==> config.mk <==
export PLATFORM = sky130hd
export DESIGN_NAME = slide_board_ctrl
export DESIGN_NICKNAME = d
export VERILOG_FILES = /design/src/rtl/slide_board_ctrl.sv
export SDC_FILE = /design/constraint.sdc
export NUM_CORES = 1
export LEC_CHECK = 0
export ABC_CLOCK_PERIOD_IN_PS = 3900
export CAP_MARGIN = 0
export CORE_MARGIN = 5
export CORE_UTILIZATION = 39
export CTS_BUF_LIST = sky130_fd_sc_hd__clkbuf_4
export CTS_CLUSTER_SIZE = 12
export DETAILED_ROUTE_END_ITERATION = 10
export GPL_TIMING_DRIVEN = 0
export PLACE_DENSITY_LB_ADDON = 0.2
export SYNTH_ARGS = -nofsm -noshare
export SYNTH_HDL_FRONTEND = slang
export SYNTH_SLANG_ARGS = --single-unit
==> constraint.sdc <==
create_clock -name clk -period 3.9 [get_ports clk]
set_input_delay 0.78 -clock clk [delete_from_list [all_inputs] [get_ports clk]]
set_output_delay 0.78 -clock clk [all_outputs]
set_load 0.01 [all_outputs]
==> src/rtl/slide_board_ctrl.sv <==
// Sliding-tile board controller: tracks the empty cell, accepts or rejects one
// direction/undo command per button press, and keeps a bounded undo history.
module slide_board_ctrl #(
   parameter int ROWS  = 4,
   parameter int COLS  = 4,
   parameter int DEPTH = 8,
   parameter int CNTW  = 10,
   localparam int IDXW = $clog2(ROWS*COLS),
   localparam int HW   = $clog2(DEPTH+1)
) (
   input  logic            clk,
   input  logic            resetn,
   input  logic [2:0]      go,
   input  logic [IDXW-1:0] init_pos,
   output logic [IDXW-1:0] empty_pos,
   output logic            move_valid,
   output logic [IDXW-1:0] move_from,
   output logic [IDXW-1:0] move_to,
   output logic            blocked,
   output logic [CNTW-1:0] move_count,
   output logic [HW-1:0]   hist_cnt
);

   // state        | meaning
   // READY        | waiting for a press; a nonzero go is evaluated once
   // WAIT_RELEASE | press consumed; waiting for go to return to 000
   localparam logic [0:0] READY        = 1'b0;
   localparam logic [0:0] WAIT_RELEASE = 1'b1;

   localparam int NCELL = ROWS * COLS;
   localparam int PW    = (DEPTH > 1) ? $clog2(DEPTH) : 1;

   logic [0:0]      state;
   logic [1:0]      hist [0:DEPTH-1];
   logic [PW-1:0]   wr_ptr;
   logic [PW-1:0]   top_ptr;
   logic [PW-1:0]   nxt_ptr;
   logic [IDXW-1:0] row;
   logic [IDXW-1:0] col;
   logic [IDXW-1:0] next_pos;
   logic [IDXW-1:0] init_ok;
   logic [1:0]      mdir;
   logic            is_dir;
   logic            is_undo;
   logic            legal;
   logic            cmd_ok;
   logic            eval;
   logic            push;

   // Internal direction code: 0 UP, 1 DOWN, 2 LEFT, 3 RIGHT; bit 0 flip gives the opposite
   always_comb begin
      row      = empty_pos / IDXW'(COLS);
      col      = empty_pos % IDXW'(COLS);
      top_ptr  = (wr_ptr == '0) ? PW'(DEPTH-1) : wr_ptr - 1'b1;
      nxt_ptr  = (wr_ptr == PW'(DEPTH-1)) ? '0 : wr_ptr + 1'b1;
      is_dir   = (go >= 3'd1) && (go <= 3'd4);
      is_undo  = (go == 3'd5);
      mdir     = is_undo ? (hist[top_ptr] ^ 2'b01) : 2'(go - 3'd1);
      legal    = 1'b0;
      next_pos = empty_pos;
      case (mdir)
         2'd0: begin legal = row < IDXW'(ROWS-1); next_pos = empty_pos + IDXW'(COLS); end
         2'd1: begin legal = row > '0;            next_pos = empty_pos - IDXW'(COLS); end
         2'd2: begin legal = col < IDXW'(COLS-1); next_pos = empty_pos + 1'b1;        end
         default: begin legal = col > '0;         next_pos = empty_pos - 1'b1;        end
      endcase
      cmd_ok  = (is_dir || (is_undo && (hist_cnt != '0))) && legal;
      eval    = (state == READY) && (go != 3'd0);
      push    = eval && cmd_ok && !is_undo;
      init_ok = ({1'b0, init_pos} >= (IDXW+1)'(NCELL)) ? '0 : init_pos;
   end

   always_ff @(posedge clk) begin
      if (resetn && push)
         hist[wr_ptr] <= mdir;
   end

   always_ff @(posedge clk) begin
      if (!resetn) begin
         state      <= READY;
         empty_pos  <= init_ok;
         move_from  <= init_ok;
         move_to    <= init_ok;
         move_valid <= 1'b0;
         blocked    <= 1'b0;
         move_count <= '0;
         hist_cnt   <= '0;
         wr_ptr     <= '0;
      end else begin
         move_valid <= 1'b0;
         blocked    <= 1'b0;
         case (state)
            READY: begin
               if (eval) begin
                  state <= WAIT_RELEASE;
                  if (cmd_ok) begin
                     move_valid <= 1'b1;
                     move_to    <= empty_pos;
                     move_from  <= next_pos;
                     empty_pos  <= next_pos;
                     if (is_undo) begin
                        wr_ptr   <= top_ptr;
                        hist_cnt <= hist_cnt - 1'b1;
                        if (move_count != '0)
                           move_count <= move_count - 1'b1;
                     end else begin
                        wr_ptr <= nxt_ptr;
                        if (hist_cnt != HW'(DEPTH))
                           hist_cnt <= hist_cnt + 1'b1;
                        if (move_count != '1)
                           move_count <= move_count + 1'b1;
                     end
                  end else begin
                     blocked <= 1'b1;
                  end
               end
            end
            WAIT_RELEASE: begin
               if (go == 3'd0)
                  state <= READY;
            end
            default: state <= READY;
         endcase
      end
   end

endmodule

==> results.yml <==
floorplan:
  start_util_pct: 39.7
  rows: 30
  die_area_um2: 8640
  die_w_um: 92.9
  core-area_um2: 6760
  die-height_um: 92.9
  ios: 37
global_routing:
  grt-ovfl-total: 0
  grt_first_pass_wirelength_mm: 10.1
  antenna_found_initial: 0
  grt_start_max_net_pins: 16
  grt_pass1_vias: 2134
  gr-usage-all-layers_pct: 14.5
routing:
  met1_length_mm: 2.81
  final_antenna_net_count: 0
  wirelength_mm: 5.93
  wl_met3_um: 203
  drt_iter0_drc: 95
  met2_wirelength_mm: 2.83
  viasPerCell: 5.37
  via_count: 2121
  highest_layer: "met4"
  wl_per_cell_um: 15.0
  remaining_drc_errors: 0
  drt_pass1_iterations: 4
timing:
  hold_violations: 0
  setup_viol: 0
  worst_slew_pin_slew_ns: 0.632
  period_share_pct: 94.1
  fmax_ghz: 0.273
  fin_worst_skew_ns: 0.00820
  slew_viol_final: 0
  period_needed_ns: 3.67
  timing.final.ws_setup_ns: 0.231
  max_slew_margin_pct: 57.9
  rsz0062_at_grt: "false"
cells_and_area:
  final_cell_mix: "clkdlybuf4s50_1, nor2_1, edfxtp_1, dfxtp_1, ha_1"
  fill_cells: 635
  area_growth_pct: 23.5
  layout-drive-gt1-share_pct: 13.0
  diodes: 0
  layout_commonest_cell: "clkdlybuf4s50_1"
  nets: 344
pwr:
  power_density_nw_per_um2: 389
  power.leakage_uw: 0.00131
  vdd_drop_max_mv: 0.162
  total_power_uw: 1290
logic_synthesis:
  ys_ff_latch: 44
  synth_top_cell_area_share_pct: 26.9
  synthCells: 262
  syn_avg_cell_area_um2: 10.2
  synth-main-ff-cell: "edfxtp_1"
  synth-edff-count: 24
  synth_nets: 292
  syn_area_um2: 2680
  yosys-top-cells-area: "edfxtp_1, dfxtp_1, ha_1, nor2_1, mux2i_1"
  synthArstFlopShare_pct: 0
  seq_area_frac_synth_pct: 41.8
  synth_cell_type_count: 52
  yosysTopAreaCell: "edfxtp_1"
  yosysWarnings: 0
min_path:
  hold_path.class: "reg -> reg"
worst_setup_path:
  worst_setup_path_start_kind: "input pin"
  critPathBufInv: 5
  slowest_delay_ns: 0.47
  critPathTopFamily: "buffers and inverters"
  cp_max_fo: 8
  crit_path_top_delay_cell: "clkdlybuf4s50_1"
  cp_cell_sequence: "clkdlybuf4s50_1 -> inv_1 -> ha_1 -> nand2_4 -> clkinvlp_4 -> buf_4 -> nand2_1 -> o221ai_4 -> buf_4 -> a211o_1 -> o22ai_2 -> nand3_1 -> nor3_1"
  worstSetupPathType: "in -> reg"
  crit_top_cell: "buf_4"
  required_ns: 3.94
  end_kind: "flip-flop"
  arrival_ns: 3.70
clocking:
  root_buffer: "clkbuf_4"
  clk_path_buf_depth: 2
  cts.htree.levels: 2
  postCtsHoldBufs: 0
  cts.clk_slew.worst_paths_ns: 0.13
  cts_tree: "yes"
  clock-sinks: 44
  cts_buffers: 5
  clk_latency_ns: 0.35
run:
  drv_cap: 0
placed_design:
  dp_hpwl_mm: 4.35
  port_buffers: 36
  gp_congestion: 0.851
  dpl_worst_slack_ns: -0.571
run_status:
  status: "completed"
-- state kept, by name, indices dropped and copies added, names as in the netlist --
signal and cells:
wr_ptr 3, hist_cnt 4, move_count 10, hist 16, move_valid 1, move_to 4
move_from 4, blocked 1, state 1
-- layout make-up --
cell class | instances | area (um^2) | area share, %
Multi-Input combinational cell | 191 | 1450 | 43.7
Sequential cell | 44 | 1120 | 33.9
Timing Repair Buffer | 45 | 428 | 12.9
Tap cell | 80 | 100 | 3.02
Buffer | 11 | 68.8 | 2.08
Inverter | 16 | 63.8 | 1.93
Clock buffer | 7 | 52.6 | 1.59
Clock inverter | 1 | 30.0 | 0.906
-- where the power goes --
group	switching (uW)	total (uW)	internal, uW
Sequential	41.6	576	534
Clock	146	296	150
Combinational	206	417	211
-- cell usage after synthesis (all sizes together) (4+ instances only) --
master	count
o21ai	8
dfxtp	20
ha	18
or3	5
nand2	15
nor4	4
xnor2	10
nor2	28
a311oi	4
a21o	5
nor3	5
mux2	4
edfxtp	24
a21oi	16
inv	15
mux2i	10
mux4	4
nand3	7
nand2b	6
buf	8
-- tightest hold or removal path, cell delays in order (launching register included) --
cell	delay (ns)
dfxtp_1	0.38
nand2_1	0.07
mux2i_1	0.06
-- through the flow --
stage | utilization [%] | setup TNS, ns | area (um^2) | instances | hold WS [ns]
6_report | 49.0 | 0 | 3310 | 395 | 0.540
5_1_grt | 49.0 | 0 | 3310 | 395 | 0.585
4_1_cts | 48.2 | 0 | 3260 | 390 | 0.545
3_5_place_dp | 46.5 | -17.91 | 3140 | 378 | 0.522
3_3_place_gp | 46.5 | -16.02 | 3140 | 378 | 0.511
2_1_floorplan | - | 0 | 2680 | 262 | 0.511
-- layer usage --
| metal | global-route usage, % | vias to the layer above |
|---|---|---|
| li1 | - | 1069 |
| met1 | 18.8 | 1006 |
| met2 | 24.6 | 39 |
| met3 | 2.92 | 7 |
| met4 | 3.54 | 0 |
| met5 | 0 | - |
-- cells by family after synthesis --
group,Yosys count,share of synthesized area [%]
mux,18,8.77
fa+ha+maj,21,10.6
xor+xnor,13,4.24
simple gates,88,16.2
buf+inv,27,4.80
compound gates,51,13.5
flops,44,41.8
-- timing repair --
item                       CTS  global route
resized for setup            1             5
setup endpoints to repair   30            13
setup buffers                4             5
cloned                       0             0
pin swaps                    0             1
-- path summary, 6_finish.rpt --
| path | start | endpoint | slack (ns) | cells past startpoint |
|---|---|---|---|---|
| setup reg to reg | wr_ptr[0] | move_from[3] | 0.36 | 16 |
| setup / recovery | go[1] | hist[5][1] | 0.23 | 13 |
| hold reg to reg | move_count[9] | move_count[9] | 0.54 | 2 |
| hold / removal | move_count[9] | move_count[9] | 0.54 | 2 |
No activity file was read; power rests on OpenSTA's default activity.
